==> config.mk <==
export PLATFORM = sky130hd
export DESIGN_NAME = multicycle_control_flat
export DESIGN_NICKNAME = d
export VERILOG_FILES = /design/src/rtl/multicycle_control_if.sv /design/src/rtl/multicycle_control.sv /design/src/flat_wrapper.sv
export SDC_FILE = /design/constraint.sdc
export NUM_CORES = 1
export LEC_CHECK = 0
export ABC_AREA = 1
export CORE_MARGIN = 5
export CORE_UTILIZATION = 40
export DETAILED_ROUTE_END_ITERATION = 8
export PLACE_DENSITY = 0.82
export SLEW_MARGIN = 25
export SYNTH_ARGS = -nofsm -noshare
export SYNTH_HDL_FRONTEND = slang
export SYNTH_SLANG_ARGS = --single-unit
==> constraint.sdc <==
create_clock -name clk -period 3.2 [get_ports clk]
set_input_delay 0.96 -clock clk [delete_from_list [all_inputs] [get_ports clk]]
set_output_delay 0.96 -clock clk [all_outputs]
set_load 0.02 [all_outputs]
==> src/rtl/multicycle_control_if.sv <==
// Control bus between the multicycle controller and the shared datapath.
// master: controller side (drives selects/enables); slave: datapath side.
interface multicycle_control_if;
  logic [5:0] opcode;
  logic       mem_ready;
  logic       pc_write;
  logic       pc_write_cond;
  logic [1:0] pc_source;
  logic       i_or_d;
  logic       mem_read;
  logic       mem_write;
  logic       ir_write;
  logic       reg_dst;
  logic       mem_2_reg;
  logic       reg_write;
  logic       alu_src_a;
  logic [1:0] alu_src_b;
  logic [1:0] alu_op;
  logic [3:0] state;
  logic       instr_done;
  logic       illegal_op;

  modport master (
    input  opcode, mem_ready,
    output pc_write, pc_write_cond, pc_source, i_or_d,
    output mem_read, mem_write, ir_write, reg_dst,
    output mem_2_reg, reg_write, alu_src_a, alu_src_b,
    output alu_op, state, instr_done, illegal_op
  );

  modport slave (
    output opcode, mem_ready,
    input  pc_write, pc_write_cond, pc_source, i_or_d,
    input  mem_read, mem_write, ir_write, reg_dst,
    input  mem_2_reg, reg_write, alu_src_a, alu_src_b,
    input  alu_op, state, instr_done, illegal_op
  );
endinterface

==> src/rtl/multicycle_control.sv <==
// Multicycle MIPS controller: sequences fetch/decode/exec/mem/wb steps.
// Ports: clk, rst (sync, active-high), bus (master: opcode/mem_ready in,
// datapath selects, enables, state, instr_done, illegal_op out).
// Option: MEM_HANDSHAKE_EN makes FETCH/MEM_READ/MEM_WRITE wait on mem_ready.
module multicycle_control (
  input  logic                 clk,
  input  logic                 rst,
  multicycle_control_if.master bus
);

  typedef enum logic [3:0] {
    FETCH     = 4'd0,
    DECODE    = 4'd1,
    MEM_ADDR  = 4'd2,
    MEM_READ  = 4'd3,
    MEM_WB    = 4'd4,
    MEM_WRITE = 4'd5,
    EXECUTE   = 4'd6,
    R_WB      = 4'd7,
    BRANCH    = 4'd8,
    JUMP      = 4'd9,
    ADDI_EXEC = 4'd10,
    ADDI_WB   = 4'd11
  } state_t;

  localparam logic [5:0] OP_R    = 6'h00;
  localparam logic [5:0] OP_ADDI = 6'h08;
  localparam logic [5:0] OP_BEQ  = 6'h04;
  localparam logic [5:0] OP_J    = 6'h02;
  localparam logic [5:0] OP_LW   = 6'h23;
  localparam logic [5:0] OP_SW   = 6'h2B;

  typedef struct packed {
    logic       pc_write;
    logic       pc_write_cond;
    logic [1:0] pc_source;
    logic       i_or_d;
    logic       mem_read;
    logic       mem_write;
    logic       ir_write;
    logic       reg_dst;
    logic       mem_2_reg;
    logic       reg_write;
    logic       alu_src_a;
    logic [1:0] alu_src_b;
    logic [1:0] alu_op;
    logic       instr_done;
    logic       illegal_op;
  } ctrl_t;

  state_t state_q;
  state_t state_d;
  ctrl_t  c;
  ctrl_t  c_o;
  logic   mem_ok;

`ifdef MEM_HANDSHAKE_EN
  assign mem_ok = bus.mem_ready;
`else
  assign mem_ok = 1'b1;
`endif

  always_ff @(posedge clk) begin
    if (rst) state_q <= FETCH;
    else     state_q <= state_d;
  end

  always_comb begin
    c       = '0;
    state_d = FETCH;
    unique case (state_q)
      FETCH: begin
        c.mem_read  = 1'b1;
        c.alu_src_b = 2'b01;
        if (mem_ok) begin
          c.ir_write = 1'b1;
          c.pc_write = 1'b1;
          state_d    = DECODE;
        end else begin
          state_d    = FETCH;
        end
      end
      DECODE: begin
        c.alu_src_b = 2'b11;
        unique case (1'b1)
          (bus.opcode == OP_LW),
          (bus.opcode == OP_SW):   state_d = MEM_ADDR;
          (bus.opcode == OP_R):    state_d = EXECUTE;
          (bus.opcode == OP_ADDI): state_d = ADDI_EXEC;
          (bus.opcode == OP_BEQ):  state_d = BRANCH;
          (bus.opcode == OP_J):    state_d = JUMP;
          default: begin
            c.illegal_op = 1'b1;
            state_d      = FETCH;
          end
        endcase
      end
      MEM_ADDR: begin
        c.alu_src_a = 1'b1;
        c.alu_src_b = 2'b10;
        state_d = (bus.opcode == OP_SW) ? MEM_WRITE : MEM_READ;
      end
      MEM_READ: begin
        c.mem_read = 1'b1;
        c.i_or_d   = 1'b1;
        state_d    = mem_ok ? MEM_WB : MEM_READ;
      end
      MEM_WB: begin
        c.mem_2_reg  = 1'b1;
        c.reg_write  = 1'b1;
        c.instr_done = 1'b1;
      end
      MEM_WRITE: begin
        c.mem_write  = 1'b1;
        c.i_or_d     = 1'b1;
        c.instr_done = mem_ok;
        state_d      = mem_ok ? FETCH : MEM_WRITE;
      end
      EXECUTE: begin
        c.alu_src_a = 1'b1;
        c.alu_op    = 2'b10;
        state_d     = R_WB;
      end
      R_WB: begin
        c.reg_dst    = 1'b1;
        c.reg_write  = 1'b1;
        c.instr_done = 1'b1;
      end
      ADDI_EXEC: begin
        c.alu_src_a = 1'b1;
        c.alu_src_b = 2'b10;
        state_d     = ADDI_WB;
      end
      ADDI_WB: begin
        c.reg_write  = 1'b1;
        c.instr_done = 1'b1;
      end
      BRANCH: begin
        c.alu_src_a     = 1'b1;
        c.alu_op        = 2'b01;
        c.pc_write_cond = 1'b1;
        c.pc_source     = 2'b01;
        c.instr_done    = 1'b1;
      end
      JUMP: begin
        c.pc_write   = 1'b1;
        c.pc_source  = 2'b10;
        c.instr_done = 1'b1;
      end
      default: state_d = FETCH;
    endcase
  end

  // Reset level blanks every output, not just the state register.
  assign c_o = rst ? '0 : c;

  assign bus.state         = rst ? 4'd0 : state_q;
  assign bus.pc_write      = c_o.pc_write;
  assign bus.pc_write_cond = c_o.pc_write_cond;
  assign bus.pc_source     = c_o.pc_source;
  assign bus.i_or_d        = c_o.i_or_d;
  assign bus.mem_read      = c_o.mem_read;
  assign bus.mem_write     = c_o.mem_write;
  assign bus.ir_write      = c_o.ir_write;
  assign bus.reg_dst       = c_o.reg_dst;
  assign bus.mem_2_reg     = c_o.mem_2_reg;
  assign bus.reg_write     = c_o.reg_write;
  assign bus.alu_src_a     = c_o.alu_src_a;
  assign bus.alu_src_b     = c_o.alu_src_b;
  assign bus.alu_op        = c_o.alu_op;
  assign bus.instr_done    = c_o.instr_done;
  assign bus.illegal_op    = c_o.illegal_op;

endmodule

==> src/flat_wrapper.sv <==
// flat-port wrapper written by rule: the top's interface ports become plain ports
module multicycle_control_flat 
  (clk, rst, bus_opcode, bus_mem_ready, bus_pc_write, bus_pc_write_cond, bus_pc_source, bus_i_or_d, bus_mem_read, bus_mem_write, bus_ir_write, bus_reg_dst, bus_mem_2_reg, bus_reg_write, bus_alu_src_a, bus_alu_src_b, bus_alu_op, bus_state, bus_instr_done, bus_illegal_op);
  multicycle_control_if bus_i ();
  input  logic clk;
  input  logic rst;
  input wire logic [$bits(bus_i.opcode)-1:0] bus_opcode;
  input wire logic [$bits(bus_i.mem_ready)-1:0] bus_mem_ready;
  output wire logic [$bits(bus_i.pc_write)-1:0] bus_pc_write;
  output wire logic [$bits(bus_i.pc_write_cond)-1:0] bus_pc_write_cond;
  output wire logic [$bits(bus_i.pc_source)-1:0] bus_pc_source;
  output wire logic [$bits(bus_i.i_or_d)-1:0] bus_i_or_d;
  output wire logic [$bits(bus_i.mem_read)-1:0] bus_mem_read;
  output wire logic [$bits(bus_i.mem_write)-1:0] bus_mem_write;
  output wire logic [$bits(bus_i.ir_write)-1:0] bus_ir_write;
  output wire logic [$bits(bus_i.reg_dst)-1:0] bus_reg_dst;
  output wire logic [$bits(bus_i.mem_2_reg)-1:0] bus_mem_2_reg;
  output wire logic [$bits(bus_i.reg_write)-1:0] bus_reg_write;
  output wire logic [$bits(bus_i.alu_src_a)-1:0] bus_alu_src_a;
  output wire logic [$bits(bus_i.alu_src_b)-1:0] bus_alu_src_b;
  output wire logic [$bits(bus_i.alu_op)-1:0] bus_alu_op;
  output wire logic [$bits(bus_i.state)-1:0] bus_state;
  output wire logic [$bits(bus_i.instr_done)-1:0] bus_instr_done;
  output wire logic [$bits(bus_i.illegal_op)-1:0] bus_illegal_op;
  assign bus_i.opcode = bus_opcode;
  assign bus_i.mem_ready = bus_mem_ready;
  assign bus_pc_write = bus_i.pc_write;
  assign bus_pc_write_cond = bus_i.pc_write_cond;
  assign bus_pc_source = bus_i.pc_source;
  assign bus_i_or_d = bus_i.i_or_d;
  assign bus_mem_read = bus_i.mem_read;
  assign bus_mem_write = bus_i.mem_write;
  assign bus_ir_write = bus_i.ir_write;
  assign bus_reg_dst = bus_i.reg_dst;
  assign bus_mem_2_reg = bus_i.mem_2_reg;
  assign bus_reg_write = bus_i.reg_write;
  assign bus_alu_src_a = bus_i.alu_src_a;
  assign bus_alu_src_b = bus_i.alu_src_b;
  assign bus_alu_op = bus_i.alu_op;
  assign bus_state = bus_i.state;
  assign bus_instr_done = bus_i.instr_done;
  assign bus_illegal_op = bus_i.illegal_op;
  multicycle_control u_core (.clk(clk), .rst(rst), .bus(bus_i));
endmodule
### After elaboration in Yosys (flattened, before gate mapping)

Index checks and enable logic that the tools add are counted.

* output and inout port bits: 22
* flip-flop bits (word level): 4
* logic and storage cells: 49
* input bits: 9

* muxes and demuxes: 21
* reductions and logical operators: 11
* equality and inequality tests: 16

Operators by type and width (number)
* 4-bit case mux with 6 select lines: 1
* 4-bit case mux with 5 select lines: 1
* 18-bit 2-to-1 mux: 1
* 4-bit by 3-bit == test with 1-bit output, second input constant: 4
* 4-bit == test, second input constant: 4
* 1-bit 2-to-1 mux: 13
* 6-bit == test, second input constant: 2
* 6-bit OR reduction: 2
* 2-bit OR reduction: 5
* 4-bit by 2-bit == test with 1-bit output, second input constant: 2
* 2-bit case mux with 2 select lines: 2
* 6-bit by 2-bit == test with 1-bit output, second input constant: 1
* 6-bit by 3-bit == test with 1-bit output, second input constant: 1
* 6-bit by 4-bit == test with 1-bit output, second input constant: 1
* 6-bit logical NOT: 1
* 2-bit case mux with 3 select lines: 1
* 4-bit by 1-bit == test with 1-bit output, second input constant: 1
* 4-bit logical NOT: 1
* 4-bit 2-to-1 mux: 1
* 4-bit OR reduction: 1
* 3-bit 2-to-1 mux: 1
* 3-bit OR reduction: 1

### Longest topological paths before layout

* depth after elaboration: 5
* depth in mapped cells: 8
* depth with buffers taken out: 8

### Least setup slack after synthesis

Ideal clock, no wire load.

* path kind: input to output
* start point: in rst
* end point: out bus_alu_op[0]
* setup slack: -0.030 ns
* path buffers: 2
* data arrival time: 2.270 ns
* required time: 2.240 ns
* stages on the path: 3
* cells stage by stage: buf_2 -> nor4_1 -> buf_4

* longest elaborated chain between the ends: 1

RTL lines
* start: declaration: line flat_wrapper.sv:6 `input logic rst;`
* 18-bit 2-to-1 mux: line multicycle_control.sv:155 `assign c_o = rst ? '0 : c;`
* end: declaration: line flat_wrapper.sv:21 `output wire logic [$bits(bus_i.alu_op)-1:0] bus_alu_op;`

No other way between the ends.

### Worst setup path in the final report

* start point: in rst
* end point: out bus_pc_source[1]

* longest elaborated chain between the ends: 1

RTL lines
* 18-bit 2-to-1 mux: line multicycle_control.sv:155
* end: declaration: line flat_wrapper.sv:11 `output wire logic [$bits(bus_i.pc_source)-1:0] bus_pc_source;`

No other way between the ends.

==> results by group <==
STA
  • Clock skew: 0.00158 ns
  • Least-Margin Pin Slew: between 0.4 and 0.5 ns
  • Setup-failing EPs final: 0
  • Setup TNS: 0 ns
  • Period utilisation layout: between 90% and 100%
  • Final worst setup slack: between 0.07 and 0.08 ns
  • Slew HR: approximately 70%
  • Post-route minimum period: roughly 3.1 ns
  • Hold Violations, Final: 0
  • Fmax: 320 MHz
  • Slew Limit Fails: 0
  • Unrepaired setup endpoints after global routing: false

Synthesis
  • Yosys warns: 0
  • Top cells by count, synth: 30 x nor2_1, 26 x nand2_1, 19 x inv_1
  • Synthesized instance count: 109
  • Yosys top cell area share: around 20%
  • Post-synth EDFFs: 0
  • Synth Net Count: about 120
  • Top cells by area, synth: nor2_1 20%, nand2_1 17%, dfxtp_1 14%, inv_1 13%, a21oi_1 5.3%
  • Post-synthesis cell type count: 22
  • Post-synthesis sequential area ratio: approximately 14%
  • Post-synth top area cell: nor2_1
  • Synth Cell Area: 567 µm²
  • Main synth FF type: dfxtp_1
  • Synth Register Bits: 4
  • Most frequent cell after synthesis: nor2_1
  • Mean Syn Cell Area: a little over 5 µm²
  • Async set-reset flop share out of synthesis: 0%

Routing
  • Initial DRC count: 14
  • Routed via count: between 700 and 800
  • Routed len/inst: 10.6 µm
  • Drt via density: approximately 4.8
  • Final ANT Viol Nets: 0
  • Routed wire length: 1.68 mm
  • # DRC: 0
  • Pre-antenna DRT Iters: 4

GRT
  • Gr usage total: a little under a fifth
  • Largest net degree at the start of global routing: 12
  • First-pass GRT wire length: roughly 2.8 mm
  • Grt total ovfl: 0
  • Antenna violations before repair: 0
  • Via count of the first global-routing pass: approximately 700

Floorplan
  • # rows: 13
  • Die width: 47.6 µm
  • Initial Utilization: between 40% and 50%
  • Die height: between 40 and 50 µm
  • Core Region: around 0.0013 mm²
  • Die Footprint: approximately 0.0023 mm²
  • # IOs: 31

Clock network
  • Clk Latency, worst-skew pair: 0.24 ns
  • Number of H-tree levels: 1
  • Total CTS buffers: 3
  • CTS root buf: clkbuf_4
  • Clock Pin Slew Worst Setup and Hold Paths: about 0.04 ns
  • Cts-stage hold buffer count: 0
  • Post-CTS Setup Inserts: 0
  • Num Clock Sinks: 4
  • CTS tree: yes
  • CTS max path bufs: 2

Power and ir drop
  • Maximum VDD drop: around 0.15 mV
  • Lkg Pwr: roughly 0.52 nW
  • Total Power: around 190 µW
  • Cell area power density: 203 mW/mm²

Finish
  • Layout cells sized above 1: approximately 17%
  • Antenna cells: 0
  • Max reg flops: 4
  • Area grow syn2layout: 62.7%
  • Biggest register: u_core.state_q
  • Nets: about 150
  • Biggest regs: u_core.state_q (4)

Setup path
  • Crit Path Max Fanout: 11
  • Worst setup path class: input pin to primary output
  • Crit path DAT: 2.17 ns
  • Peak per-stage delay on the critical path: roughly 0.62 ns
  • Crit path cell chain: dlygate4sd2_1 > buf_4 > nor2_1 > clkdlybuf4s50_1
  • Slowest cell on the critical path: clkdlybuf4s50_1
  • Crit. End Element: primary output
  • FF-to-FF setup slack: around 2.0 ns
  • CP Launch Type: input pin
  • Critical path required time: between 2 and 2.5 ns

Placed design
  • DP HPWL: around 1.4 mm
  • Pre-CTS setup slack: -0.356 ns
  • IO Port Bufs: 29
  • GPL Wtd Cong: between 0.8 and 0.9

Min path
  • Hold Crit Class: flip-flop to flip-flop

Run
  • Max Cap Viol: 0

Status
  • Status: completed
[repair_timing]
action                                  in CTS  in global routing
endpoints found under the setup margin      22                  4
pin swaps                                    0                  0
resized for setup                           17                  5
[worst max-delay path, delay by kind of cell]
kind | cells | cell delay [ns]
and+or+nand+nor | 1 | 0.11
buffers and inverters | 3 | 1.10
[per-layer routing]
| layer | GRT usage [%] | share of wire [%] | wire, µm | up-vias |
|---|---|---|---|---|
| met5 | 0 | 0 | 0 | - |
| met4 | 12.9 | 3.3 | 56 | 0 |
| met3 | 3.76 | 8.5 | 143 | 5 |
| met2 | 33.2 | 51 | 850 | 30 |
| met1 | 17.6 | 37 | 626 | 323 |
| li1 | - | - | - | 396 |
[where the power goes]
group	switching (mW)	total, mW	internal [mW]
registers	0.00256	0.0541	0.0516
logic	0.0383	0.0687	0.0304
clock network	0.0220	0.0641	0.0420
[layout make-up]
type                       count  area [µm²]
multi-input combinational     80         392
inverter                      20        75.1
timing repair buffer          36         334
tap                           15        18.8
fill                         137         395
sequential                     4        80.1
clock buffer                   3        22.5
[metrics by stage]
| stage | hold slack, ns | instances | util (%) | instance area, µm² |
|---|---|---|---|---|
| floorplan | 0.630 | 109 | - | 573 |
| global placement | 0.700 | 155 | 68.6 | 903 |
| detailed placement | 0.715 | 155 | 68.6 | 903 |
| CTS | 0.724 | 158 | 69.7 | 918 |
| global route | 0.762 | 158 | 70.0 | 922 |
| finish | 0.719 | 158 | 70.0 | 922 |
[layout by cell type (no fill, tap or decap), drive strengths merged]
cell	instances
nor4	1
nand3	5
a21oi	6
nand2	28
dlygate4sd2	10
buf	8
dlymetal6s2s	3
inv	20
a211oi	1
nor3	2
clkbuf	3
clkdlybuf4s50	14
o22ai	1
nor2	34
o21ai	2
dfxtp	4
clkdlybuf4s15	1
[cells by family (layout without fill, tap and decap cells)]
kind of cell	after synthesis	in the layout	synth area share (%)
simple gates	70	70	57.0
buf+inv	25	59	18.8
compound gates	10	10	10.2
flops	4	4	14.1
[worst paths after layout]
kind | start | cells after the start | end
hold / removal | u_core.state_q[0]$_SDFF_PP0_ | 3 | u_core.state_q[0]$_SDFF_PP0_
setup reg to reg | u_core.state_q[1]$_SDFF_PP0_ | 6 | u_core.state_q[1]$_SDFF_PP0_
hold reg to reg | u_core.state_q[0]$_SDFF_PP0_ | 3 | u_core.state_q[0]$_SDFF_PP0_
setup / recovery | rst | 4 | bus_pc_source[1]
(Power assumes the default switching activity.)
